$ cat config.mk
export PLATFORM = sky130hd
export DESIGN_NAME = sw_input
export DESIGN_NICKNAME = d
export VERILOG_FILES = /design/src/rtl/sw_input_pkg.sv /design/src/rtl/sw_debounce.sv /design/src/rtl/sw_input.sv
export SDC_FILE = /design/constraint.sdc
export NUM_CORES = 1
export LEC_CHECK = 0
export BUFFER_PORTS_ARGS = -buffer_cell sky130_fd_sc_hd__buf_4
export CAP_MARGIN = 15
export CORE_ASPECT_RATIO = 1.1
export CORE_MARGIN = 4
export CORE_UTILIZATION = 30
export CTS_CLUSTER_DIAMETER = 100
export CTS_CLUSTER_SIZE = 10
export DETAILED_ROUTE_END_ITERATION = 8
export RECOVER_POWER = 100
export SKIP_CTS_REPAIR_TIMING = 1
export SLEW_MARGIN = 20
export SYNTH_ARGS = -nofsm -noshare
export SYNTH_HDL_FRONTEND = slang
export SYNTH_SLANG_ARGS = --single-unit
$ cat constraint.sdc
create_clock -name clk -period 6.5 [get_ports clk]
set_input_delay 0.65 -clock clk [delete_from_list [all_inputs] [get_ports clk]]
set_output_delay 0.65 -clock clk [all_outputs]
set_load 0.05 [all_outputs]
$ cat src/rtl/sw_input_pkg.sv
// Shared register map and field layout for the sw_input switch peripheral.
// The byte offsets below define the register index decoded from mem_addr[3:2].
package sw_input_pkg;

   localparam logic [3:0] OFF_STATE  = 4'h0;
   localparam logic [3:0] OFF_RISE   = 4'h4;
   localparam logic [3:0] OFF_FALL   = 4'h8;
   localparam logic [3:0] OFF_IRQ_EN = 4'hC;

   // IRQ_EN layout: rise enables start at bit 0, fall enables start at bit 16.
   localparam int RISE_EN_LSB = 0;
   localparam int FALL_EN_LSB = 16;

   typedef enum logic [1:0] {
      REG_STATE  = OFF_STATE[3:2],
      REG_RISE   = OFF_RISE[3:2],
      REG_FALL   = OFF_FALL[3:2],
      REG_IRQ_EN = OFF_IRQ_EN[3:2]
   } reg_sel_e;

   function automatic reg_sel_e decode_addr(input logic [3:0] addr);
      return reg_sel_e'(addr[3:2]);
   endfunction

   function automatic int cnt_width(input int debounce);
      int w;
      w = $clog2(debounce + 1);
      return (w < 1) ? 1 : w;
   endfunction

endpackage

$ cat src/rtl/sw_debounce.sv
// One switch channel: two-flop synchronizer followed by a consecutive-cycle
// debounce counter; flags the edge on which the stable level changes.
module sw_debounce
   import sw_input_pkg::*;
#(
   parameter int DEBOUNCE = 50000
) (
   input  logic clk,
   input  logic reset,
   input  logic sw_raw,
   output logic stable,
   output logic set_rise,
   output logic set_fall
);

   localparam int               CNT_W    = cnt_width(DEBOUNCE);
   localparam logic [CNT_W-1:0] CNT_LAST = CNT_W'(DEBOUNCE - 1);

   logic             sync_meta;
   logic             sync;
   logic [CNT_W-1:0] cnt;
   logic             differ;
   logic             accept;

   assign differ   = (sync != stable);
   assign accept   = differ && (cnt == CNT_LAST);
   assign set_rise = accept && sync;
   assign set_fall = accept && !sync;

   // NOTE: non-blocking assignments let both synchronizer stages shift on the same edge.
   always_ff @(posedge clk or posedge reset) begin
      if (reset) begin
         sync_meta <= 1'b0;
         sync      <= 1'b0;
         cnt       <= '0;
         stable    <= 1'b0;
      end else begin
         sync_meta <= sw_raw;
         sync      <= sync_meta;
         // Any cycle of agreement restarts the count; acceptance also clears it.
         if (!differ || accept) begin
            cnt <= '0;
         end else begin
            cnt <= cnt + CNT_W'(1);
         end
         if (accept) begin
            stable <= sync;
         end
      end
   end

endmodule

$ cat src/rtl/sw_input.sv
// Debounced switch bank with sticky RISE/FALL event registers, per-event
// interrupt enables and a single-cycle-acknowledge memory-mapped bus port.
module sw_input
   import sw_input_pkg::*;
#(
   parameter int N_SW     = 4,
   parameter int DEBOUNCE = 50000
) (
   input  logic            clk,
   input  logic            reset,
   input  logic [N_SW-1:0] sw_in,
   input  logic            mem_valid,
   input  logic [3:0]      mem_addr,
   input  logic [3:0]      mem_wstrb,
   input  logic [31:0]     mem_wdata,
   output logic [31:0]     mem_rdata,
   output logic            mem_ready,
   output logic            irq
);

   logic [N_SW-1:0] stable;
   logic [N_SW-1:0] set_rise;
   logic [N_SW-1:0] set_fall;
   logic [N_SW-1:0] rise_q;
   logic [N_SW-1:0] fall_q;
   logic [N_SW-1:0] en_rise_q;
   logic [N_SW-1:0] en_fall_q;
   logic [N_SW-1:0] w1c_rise;
   logic [N_SW-1:0] w1c_fall;
   logic [31:0]     rd_word;
   logic            wr_en;
   reg_sel_e        sel;
   logic            unused_bits;

   for (genvar i = 0; i < N_SW; i++) begin : g_ch
      sw_debounce #(
         .DEBOUNCE (DEBOUNCE)
      ) u_deb (
         .clk      (clk),
         .reset    (reset),
         .sw_raw   (sw_in[i]),
         .stable   (stable[i]),
         .set_rise (set_rise[i]),
         .set_fall (set_fall[i])
      );
   end

   assign sel   = decode_addr(mem_addr);
   // A write commits on the edge that ends its acknowledge cycle.
   assign wr_en = mem_ready && mem_valid && (mem_wstrb != 4'b0000);

   assign w1c_rise = (wr_en && sel == REG_RISE) ? mem_wdata[N_SW-1:0] : '0;
   assign w1c_fall = (wr_en && sel == REG_FALL) ? mem_wdata[N_SW-1:0] : '0;

   always_comb begin
      // NOTE: default first so every path assigns rd_word and no latch is inferred.
      rd_word = '0;
      case (sel)
         REG_STATE:  rd_word[N_SW-1:0] = stable;
         REG_RISE:   rd_word[N_SW-1:0] = rise_q;
         REG_FALL:   rd_word[N_SW-1:0] = fall_q;
         REG_IRQ_EN: begin
            rd_word[RISE_EN_LSB +: N_SW] = en_rise_q;
            rd_word[FALL_EN_LSB +: N_SW] = en_fall_q;
         end
      endcase
   end

   assign mem_rdata = mem_ready ? rd_word : '0;
   assign irq       = (|(rise_q & en_rise_q)) | (|(fall_q & en_fall_q));

   always_ff @(posedge clk or posedge reset) begin
      if (reset) begin
         mem_ready <= 1'b0;
         rise_q    <= '0;
         fall_q    <= '0;
         en_rise_q <= '0;
         en_fall_q <= '0;
      end else begin
         mem_ready <= mem_valid && !mem_ready;
         // A new edge event beats a same-cycle clear of the same bit.
         rise_q    <= (rise_q & ~w1c_rise) | set_rise;
         fall_q    <= (fall_q & ~w1c_fall) | set_fall;
         if (wr_en && sel == REG_IRQ_EN) begin
            en_rise_q <= mem_wdata[RISE_EN_LSB +: N_SW];
            en_fall_q <= mem_wdata[FALL_EN_LSB +: N_SW];
         end
      end
   end

   assign unused_bits = ^{mem_addr[1:0], mem_wdata};

endmodule

Yosys cells after proc, flatten, opt, wreduce, memory -nomap -nowiden
Cells that the tools add are included.
Widths: inputs -> output; s select.

storage, ports and cells
  register bits = 93
  output and inout bits = 34

operators by class
  multiplexer cells = 9
  equality and inequality tests = 11
  reduce and logical (&&, ||, !) cells = 35
  add/sub/neg operators = 4
  bitwise gates (word level) = 9

operators with widths
  kind                   number
  $add 16x1->16 const B  4
  $eq 16x16->1 const B   4
  $mux 16                4
  $mux 20                1
  $logic_and 1x1->1      18
  $and 4x4->4            4
  $pmux 4 s4             1
  $mux 4                 3
  $logic_not 1->1        9
  $not 4->4              2
  $or 4x4->4             2
  $reduce_or 4->1        2
  $eq 2x2->1 const B     2
  $logic_or 1x1->1       4
  $ne 1x1->1             4
  $reduce_bool 4->1      1
  $eq 2x1->1 const B     1
  $logic_not 2->1        1
  $or 1x1->1             1

Logic depth before layout (Yosys ltp)
Gate-level depths: netlist of run 1.

  depth in word-level cells = 7
  mapped depth = 6
  gate-level depth less buffers = 5

By module
Synthesis of run 1 repeated with hierarchy kept, for this count alone.

second synthesis, totals
  cells, all modules = 458
  area total of the unflattened synthesis = 4759.6 um^2

by module, submodules not included
  module       cells an instance  times used  seq. area each (um^2)  area an instance (um^2)
  sw_debounce  89                 4           475.5                  918.4
  sw_input     102                1           425.4                  1086.0

Least setup slack after synthesis of run 1
Ideal clock, no wire load.

  kind = in2out
  start point = in mem_addr[3]
  end point = out mem_rdata[0]
  path buffers = 1
  required time = 5850 ps
  stages = 3
  arrival = 1807 ps
  path slack = 4043 ps
  path through = clkbuf_1 mux4_2 and2_1

between the ends
  longest elaborated chain between the ends = 3
  elaborated cells on any way between the ends = 6
  classes of those cells = eq/ne (3); mux (2); reduce/logical (1)

RTL lines
  item                                RTL line        source
  start: declaration                  sw_input.sv:13  input logic [3:0] mem_addr,
  $eq 2x2->1 (tied with other cells)  sw_input.sv:58  case (sel)
  $pmux 4 s4 *                        sw_input.sv:58
  $mux 20 *                           sw_input.sv:69  assign mem_rdata = mem_ready ? rd_word : '0;
  end: declaration                    sw_input.sv:16  output logic [31:0] mem_rdata,

Every way passes the cells marked *; elsewhere a longest branch is shown, timed or not.

Worst setup path in the final report of run 1
  start point = in mem_addr[3]
  end point = out mem_rdata[1]

Same word-level chain as after synthesis.

==> impl_metrics.tcl, run 1 <==
set metrics [dict create \
    status "finished, final reports clean" \
    cts_tree "built" \
    routed_wl_um 9144 \
    netSwitchingFraction 0.2602 \
    grt_max_degree 82 \
    clock-sinks 93 \
    clkTransAtPathRegs_ns 0.06 \
    start_util 0.3103 \
    ys_warn_count 0 \
    io_pins 81 \
    power_density_nw_per_um2 261.0 \
    cts_max_path_buffers 2 \
    worstPathArrival_ns 2.11 \
    htreeDepth 3 \
    via_per_inst 4.649 \
    chipWidth_um 125.2 \
    area_delta_synth_final_pct 13.68 \
    crit_start "mem_addr[3]" \
    placed_cells 663 \
    fp-row-count 46 \
    power.share.sequential 0.477 \
    setup-tns-final_ns 0 \
    num_antenna_cells 0 \
    drt_pass1_iterations 4 \
    routedWlPerCell_um 13.47 \
    rr_worst_depth 5 \
    relSlewSlack 0.1090 \
    r2r-end "g_ch[1].u_deb.cnt[8]$_DFF_PP0_" \
    postRouteAntennaNets 0 \
    hold_class "primary input to asynchronous set/reset pin" \
    grt_usage 0.1138 \
    crit_fanout 8 \
    antenna_found_initial 0 \
    grt_pass1_vias 3229 \
    grt_pass1_wl_um 15860 \
    crit_end "mem_rdata[1]" \
    grt_overflow 0 \
    io_buffers 30 \
    drtIter0Drc 144 \
    dieArea_um2 17150 \
    synth_area_leaders "dfrtp_1 51%, xnor2_1 9.8%, nor2_1 6.5%, buf_4 4.0%, nand3_1 2.5%" \
    cts_buffers 9 \
    maxSlewViolCount 0 \
    fillers 1496 \
    nets 533 \
    ys_seq_elements 93 \
    worst-r2r-setup-slack_ns 3.83 \
    drive_above_1_share 0.1047 \
    fin_crit_sh 0.4244 \
    min_period_ns 2.758 \
    setup_violations 0 \
    core-area_um2 14620 \
    gpl.final_weighted_congestion 0.8237 \
    path_class "primary input to output port" \
    hold_viol 0 \
    maxCapViolations 0 \
    p_clk_frac 0.416 \
    cp-end-kind "output port" \
    r2r-start "g_ch[1].u_deb.cnt[0]$_DFF_PP0_" \
    clkLatencyLatePin_ns 0.35 \
    syn_avg_cell_area_um2 10.19 \
    power.share.combinational 0.108 \
    die_h_um 137.0 \
    stdcell_count 679 \
    p_leak_nw 2.079 \
    synth_cells 445 \
    synth_top_cell_area_share 0.5131 \
    yosys.area.top_type "dfrtp_1" \
    worstMarginPinSlew_ns 1.319 \
    rsz0062_at_grt "false" \
    p_int_w 0.0009956 \
    power.net_switching_w 0.0003503 \
    synth.distinct_cells 36 \
    mappedNetlistArea_um2 4536 \
    cts_root_buf "clkbuf_16" \
    crit_required_ns 5.85 \
    fmax_ghz 0.3625 \
    skew_ns 0.008233 \
    dp_hpwl_um 6421 \
    seq_area_frac_synth 0.5131 \
    drcViolationCount 0 \
    vias 3157 \
    vdd_drop_max_uv 142.1 \
    cp-start-kind "primary input" \
]
[registers in the layout (all words and copies together), names as in the netlist]
register / count
en_rise_q: 4
g_ch.u_deb.sync: 4
g_ch.u_deb.sync_meta: 4
g_ch.u_deb.stable: 4
rise_q: 4
mem_ready: 1
g_ch.u_deb.cnt: 64
en_fall_q: 4
fall_q: 4
[worst max-delay path: stages]
cell      delay [ns]
clkbuf_1        0.39
mux4_2          0.59
and2_1          0.18
clkbuf_1        0.30
[how the worst min path moves through the flow]
stage,startpoint,endpoint
6_report,reset,g_ch[0].u_deb.cnt[2]$_DFF_PP0_
3_3_place_gp,g_ch[3].u_deb.sync_meta$_DFF_PP0_,g_ch[3].u_deb.sync$_DFF_PP0_
2_1_floorplan,g_ch[0].u_deb.sync_meta$_DFF_PP0_,g_ch[0].u_deb.sync$_DFF_PP0_
5_1_grt,g_ch[3].u_deb.sync_meta$_DFF_PP0_,g_ch[3].u_deb.sync$_DFF_PP0_
3_5_place_dp,g_ch[0].u_deb.sync_meta$_DFF_PP0_,g_ch[0].u_deb.sync$_DFF_PP0_
4_1_cts,reset,g_ch[0].u_deb.cnt[1]$_DFF_PP0_
[per-layer routing]
metal | track usage | up-vias | wire [um]
met2 | 0.1832 | 49 | 4392
met5 | 0 | - | 0
li1 | - | 1542 | -
met1 | 0.1490 | 1555 | 4316
met4 | 0.05120 | 0 | 138
met3 | 0.02303 | 11 | 296
[cell usage after synthesis]
master	n
a22oi_1	4
xnor2_1	51
nand3_1	23
or4_4	2
nand3b_1	2
mux2_1	2
and2_0	1
o31ai_1	1
nand4b_1	1
nor2_1	79
nand2_1	19
nand2b_1	8
clkbuf_1	3
inv_1	18
a21oi_1	1
mux4_2	4
or3_1	2
conb_1	1
o41ai_2	2
nor3_1	13
nand4_1	14
ha_1	4
nor4_1	17
dfrtp_1	93
and3_1	4
nor4bb_1	2
nor4b_1	2
nor2b_1	4
buf_2	3
mux2_2	10
a31o_2	1
xor2_1	4
or4_1	2
and2_1	8
buf_4	24
o21ai_0	16
[metrics by stage]
step	hold slack [ns]	util	setup WS (ns)	cell area [um^2]	power (W)
2_1_floorplan	0.3312	-	3.430	4622	0.0007677
3_3_place_gp	0.3345	0.3355	4.125	4905	0.0007997
3_5_place_dp	0.3347	0.3355	4.124	4905	0.0008043
4_1_cts	0.2142	0.3571	4.124	5220	0.001369
5_1_grt	0.3611	0.3527	3.499	5156	0.001405
6_report	0.3390	0.3527	3.742	5156	0.001346
[kinds of logic after synthesis]
group | count (synthesis) | share of synthesized area
simple gates | 203 | 0.2226
flops | 93 | 0.5131
xor+xnor | 55 | 0.1062
buf+inv | 48 | 0.06041
compound gates | 25 | 0.03614
mux | 16 | 0.04966
fa+ha+maj | 4 | 0.01103
other cells | 1 | 0.0008268
[power groups by stage]
stage	combinational, W	clock [W]	sequential (W)
global route	0.000159	0.000599	0.000647
detailed placement	0.000153	0	0.000652
global placement	0.000150	0	0.000650
CTS	0.000154	0.000574	0.000641
finish	0.000145	0.000559	0.000641
floorplan	0.000126	0	0.000642
[layout make-up]
cell class | instances | area (um^2) | area share
Tap cell | 192 | 240.2 | 0.04659
Clock inverter | 6 | 86.33 | 0.01674
Sequential cell | 93 | 2327 | 0.4513
Multi-Input combinational cell | 327 | 1998 | 0.3875
Inverter | 18 | 68.82 | 0.01335
Clock buffer | 10 | 229.0 | 0.04441
Timing Repair Buffer | 33 | 206.4 | 0.04004
[layout by cell type, fill, tap and decap left out, types with 4 or more instances in the layout]
cell type  Yosys  final
nand2_1       19     19
buf_4         24     15
or4_1          2      4
xor2_1         4      4
nor3_1        13     13
clkbuf_4       0      5
nand3_1       23     23
mux2_2        10     10
conb_1         1     24
nand4_1       14     14
nand2b_1       8      8
nor4_1        17     17
nor2b_1        4      4
o21ai_0       16     16
and2_1         8      8
nor2_1        79     79
ha_1           4      4
inv_1         18     17
mux4_2         4      4
dfrtp_1       93     93
and3_1         4      4
a22oi_1        4      4
clkbuf_16      0      9
xnor2_1       51     51
clkbuf_1       3     13
Power figures use the tool's default switching activity.
==> inputs of run 2 (changes only) <==
clock period = 2.3 ns   (was 6.5 ns; I/O delays follow)
==> run 2 against run 1 <==
Effect of this change:
- core utilization grew 0.48 points
- worst hold slack lost 0.21 ns
- final cell count grew 1.9%
- die area is the same
- clock-buffer cell count is the same
==> impl_metrics.tcl, run 2 (synthesis gave the netlist of run 1 again) <==
set metrics [dict create \
    p_leak_nw 2.126 \
    rsz0062_at_grt "false" \
    crit_start "mem_ready$_DFF_PP0_" \
    drt_pass1_iterations 4 \
    whs_ns 0.1311 \
    maxCapViolations 0 \
    max_flop_register "g_ch.u_deb.cnt" \
    worst-r2r-setup-slack_ns 0.36 \
    r2r-start "g_ch[1].u_deb.cnt[12]$_DFF_PP0_" \
    path_class "register to output port" \
    skew_ns 0.008553 \
    worstPathArrival_ns 1.77 \
    cp-start-kind "register" \
    setup-tns-final_ns 0 \
    status "finished, final reports clean" \
    dp_hpwl_um 6549 \
    io_buffers 30 \
    power.share.combinational 0.114 \
    cp-end-kind "output port" \
    grt_usage 0.1078 \
    rr_worst_depth 4 \
    dieArea_um2 17150 \
    min_period_ns 1.996 \
    crit_end "mem_rdata[19]" \
    dpl_worst_slack_ns 0.4001 \
    routedWlPerCell_um 12.92 \
    relSlewSlack 0.3719 \
    power_density_nw_per_um2 700.3 \
    clkTransAtPathRegs_ns 0.07 \
    worstHoldStart "mem_wdata[19]" \
    gpl.final_weighted_congestion 0.8208 \
    grt_pass1_vias 3160 \
    io_pins 81 \
    clkLatencyLatePin_ns 0.34 \
    fin_crit_sh 0.8679 \
    setup_violations 0 \
    fmax_ghz 0.5010 \
    grt_pass1_wl_um 15190 \
    crit_required_ns 2.07 \
    layout_common_cells "93 x dfrtp_1, 79 x nor2_1, 51 x xnor2_1, 24 x conb_1, 23 x nand3_1" \
    netSwitchingFraction 0.2761 \
    fp-row-count 46 \
    htreeDepth 3 \
    die_h_um 137.0 \
    final_cell_area_um2 5226 \
    cts_max_path_buffers 2 \
    p_int_w 0.002650 \
    clock-sinks 93 \
    drtIter0Drc 105 \
    cts_root_buf "clkbuf_16" \
    crit_fanout 9 \
    grt_max_degree 50 \
    chipWidth_um 125.2 \
    final_common_cell "dfrtp_1" \
    whs_path_depth 2 \
    area_delta_synth_final_pct 15.23 \
    cts_tree "built" \
    core-area_um2 14620 \
    drive_above_1_share 0.1220 \
    start_util 0.3103 \
    routed_wl_um 8939 \
    vdd_drop_max_uv 450.6 \
    power.net_switching_w 0.001010 \
    fillers 1480 \
    vias 3210 \
    hold_viol 0 \
    post_dp_cell_area_um2 4980 \
    postRouteAntennaNets 0 \
    via_per_inst 4.639 \
    drcViolationCount 0 \
    nets 546 \
    largest_reg_flops 64 \
    power_w 0.003660 \
    maxSlewViolCount 0 \
    cts_buffers 9 \
    r2r-end "g_ch[1].u_deb.stable$_DFFE_PP0P_" \
    grt_overflow 0 \
    p_clk_frac 0.393 \
    hold_class "primary input to register" \
    timing.final.ws_setup_ns 0.3039 \
    num_antenna_cells 0 \
    power.share.sequential 0.493 \
    worstMarginPinSlew_ns 0.9421 \
    antenna_found_initial 0 \
]
-- run 2: cell count changes in the layout (fill, tap and decap cells not counted), sizes merged --
| cell | before | now |
|---|---|---|
| clkinvlp | 2 | 1 |
| inv | 18 | 21 |
| dlygate4sd3 | 0 | 5 |
| buf | 16 | 18 |
| clkbuf | 27 | 33 |
| bufinv | 2 | 0 |
-- run 2: worst max-delay path, stage by stage, from the launching register on --
cell and delay, ns:
dfrtp_1 0.34, clkbuf_1 0.33, and3_1 0.32, and2_1 0.17, clkbuf_2 0.28
-- run 2: final cells by class --
cell class              count  area (um^2)  share of cell area
repair buffers             46        300.3             0.05746
flip-flops and latches     93         2327              0.4453
multi-input cells         327         1998              0.3823
clock inverters             6        52.55             0.01006
clock buffers              10        239.0             0.04573
inverters                  18        68.82             0.01317
well taps                 192        240.2             0.04597
-- run 2: per-stage QoR --
step                      std cells    util
after floorplan                 468       -
after global placement          671  0.3406
after detailed placement        671  0.3406
after CTS                       687  0.3606
after global routing            692  0.3575
final                           692  0.3575
-- run 2: how the worst min path moves through the flow --
stage / end / slack, ns
after floorplan: g_ch[0].u_deb.sync_meta$_DFF_PP0_ / 0.26
after global placement: g_ch[1].u_deb.cnt[6]$_DFF_PP0_ / 0.24
after detailed placement: g_ch[1].u_deb.cnt[7]$_DFF_PP0_ / 0.23
after CTS: g_ch[1].u_deb.cnt[15]$_DFF_PP0_ / -0.13
after global routing: en_fall_q[3]$_DFFE_PP0P_ / 0.12
final: en_fall_q[3]$_DFFE_PP0P_ / 0.13
-- run 2: power by group through the flow --
stage / Combinational (W) / Clock, W / Sequential (W)
floorplan: 0.000355 / 0 / 0.00182
global placement: 0.000437 / 0 / 0.00183
detailed placement: 0.000442 / 0 / 0.00184
CTS: 0.000443 / 0.00148 / 0.00181
global route: 0.000461 / 0.00154 / 0.00182
finish: 0.000418 / 0.00144 / 0.00181
-- run 2: layer usage --
metal / up-vias / routed length (um) / GRT usage
met5: - / 0 / 0
met2: 55 / 4254 / 0.1733
li1: 1575 / - / -
met4: 0 / 155 / 0.04458
met3: 10 / 277 / 0.01874
met1: 1570 / 4251 / 0.1448
==> inputs of run 3 (changes only) <==
--- a/config.mk
+++ b/config.mk
@@ -10,3 +10,2 @@
 export CORE_ASPECT_RATIO = 1.1
-export CORE_MARGIN = 4
 export CORE_UTILIZATION = 30
==> constraint.sdc (replaced) <==
create_clock -name clk -period 2.5 [get_ports clk]
set_input_delay 0.25 -clock clk [delete_from_list [all_inputs] [get_ports clk]]
set_output_delay 0.25 -clock clk [all_outputs]
set_load 0.02 [all_outputs]
==> run 3 against run 2 <==
Effect of this change:
- sequential share of layout area rose by 0.33 points
- first-iteration DRC count up 47%
- register-to-register slack improved by 0.08 ns
- final cell count down 1.7%
- clock skew is 0.0035 ns lower
- global-route usage grew 1.5 points
- highest routed layer unchanged
- die area is 9.0% lower
==> impl_metrics.tcl, run 3 (synthesis gave the netlist of run 1 again) <==
set metrics [dict create \
    status "finished, final reports clean" \
    seq_area_um2 2327 \
    cts_max_path_buffers 2 \
    dp_hpwl_um 6335 \
    dieArea_um2 15620 \
    drcViolationCount 0 \
    io_pins 81 \
    stdcell_count 680 \
    core-area_um2 14620 \
    fp-row-count 46 \
    skew_ns 0.005090 \
    routedWlPerCell_um 13.10 \
    crit_fanout 12 \
    grt_max_degree 50 \
    worstPathArrival_ns 2.28 \
    power_density_nw_per_um2 657.7 \
    post_dp_cell_area_um2 4935 \
    worstMarginPinSlew_ns 1.208 \
    routed_wl_um 8911 \
    crit_required_ns 2.72 \
    io_buffers 30 \
    grt_overflow 0 \
    cp_cell_sequence "ha_1 -> nand3_1 -> o41ai_1 -> buf_4 -> nor2_1" \
    maxCapViolations 0 \
    htreeDepth 3 \
    hold_viol 0 \
    setup_violations 0 \
    drtIter0Drc 154 \
    rsz0062_at_grt "false" \
    maxSlewViolCount 0 \
    cp-start-kind "register" \
    path_buf_inv 1 \
    via_per_inst 4.631 \
    grt_usage 0.1229 \
    grt_pass1_vias 3130 \
    setup-tns-final_ns 0 \
    cts_root_buf "clkbuf_16" \
    dpl_worst_slack_ns 0.4987 \
    slowest_delay_ns 0.70 \
    num_antenna_cells 0 \
    max_flop_register "g_ch.u_deb.cnt" \
    relSlewSlack 0.1945 \
    area_delta_synth_final_pct 14.37 \
    path_class "register to register" \
    fin_crit_sh 0.8258 \
    crit_slowest_cell "o41ai_1" \
    grt_pass1_wl_um 15130 \
    layout_common_cells "93 x dfrtp_1, 79 x nor2_1, 51 x xnor2_1, 24 x conb_1" \
    antenna_found_initial 0 \
    drt_pass1_iterations 4 \
    vdd_drop_max_uv 398.4 \
    fmax_ghz 0.4844 \
    fillers 1465 \
    timing.final.ws_setup_ns 0.4355 \
    start_util 0.3103 \
    cts_buffers 9 \
    cts_tree "built" \
    die_h_um 131.0 \
    min_period_ns 2.065 \
    nets 535 \
    power_w 0.003412 \
    final_common_cell "dfrtp_1" \
    postRouteAntennaNets 0 \
    cp-end-kind "register" \
    clkLatencyLatePin_ns 0.33 \
    hold_class "primary input to register" \
    multi_input_area_um2 1998 \
    cp_top_family "compound AO/OA/AOI/OAI gates" \
    clock-sinks 93 \
    gpl.final_weighted_congestion 0.7780 \
    vias 3149 \
    chipWidth_um 119.2 \
    largest_reg_flops 64 \
    final_cell_area_um2 5187 \
    p_leak_nw 2.104 \
    placed_cells 665 \
    clkTransAtPathRegs_ns 0.06 \
    drive_above_1_share 0.1189 \
]
run 3: changes by cell type in the layout (fill, tap and decap cells not counted), sizes merged:
| cell | change |
|---|---|
| inv | -4 |
| bufinv | +2 |
| clkinv | -1 |
| clkbuf | -10 |
| buf | +5 |
| dlygate4sd3 | -5 |
| clkinvlp | +1 |
run 3: area by class of cell:
type	instances	area share
flip-flops and latches	93	0.4486
clock inverters	4	0.01399
repair buffers	35	0.04583
clock buffers	11	0.04679
multi-input cells	327	0.3852
well taps	192	0.04631
inverters	18	0.01327
run 3: final timing paths:
| kind | endpoint | slack, ns | from | cells after the start |
|---|---|---|---|---|
| max reg2reg | g_ch[2].u_deb.cnt[4]$_DFF_PP0_ | 0.44 | g_ch[2].u_deb.cnt[0]$_DFF_PP0_ | 5 |
| max | g_ch[2].u_deb.cnt[4]$_DFF_PP0_ | 0.44 | g_ch[2].u_deb.cnt[0]$_DFF_PP0_ | 5 |
| min reg2reg | g_ch[0].u_deb.sync$_DFF_PP0_ | 0.35 | g_ch[0].u_deb.sync_meta$_DFF_PP0_ | 0 |
| max in group asynchronous | g_ch[2].u_deb.sync_meta$_DFF_PP0_ | 0.70 | reset | 3 |
| min | g_ch[0].u_deb.sync_meta$_DFF_PP0_ | 0.04 | sw_in[0] | 1 |
| min in group asynchronous | g_ch[0].u_deb.stable$_DFFE_PP0P_ | 0.13 | reset | 2 |
run 3: worst register-to-register path, stage by stage, from the launching register on:
cell and delay (ns):
dfrtp_1 0.39, ha_1 0.20, nand3_1 0.29, o41ai_1 0.71
buf_4 0.30, nor2_1 0.07
run 3: power breakdown:
| group | leakage (nW) | internal [W] | total, W | switching [W] |
|---|---|---|---|---|
| registers | 1.24 | 0.00159 | 0.00167 | 0.0000739 |
| clock network | 0.152 | 0.000896 | 0.00144 | 0.000548 |
| logic | 0.711 | 0.000125 | 0.000301 | 0.000175 |
| total | 2.10 | 0.00261 | 0.00341 | 0.000798 |
run 3: metal layers:
metal	track usage	wire length (um)	part of all wire
met4	0.03500	112	0.013
met3	0.03082	339	0.038
met2	0.2018	4198	0.47
met5	0	0	0
met1	0.1610	4260	0.48
run 3: stage by stage:
stage | hold slack [ns] | utilization
global placement | 0.3327 | 0.3376
finish | 0.04133 | 0.3548
floorplan | 0.2814 | -
global route | 0.03136 | 0.3548
CTS | -0.01386 | 0.3591
detailed placement | 0.3364 | 0.3376
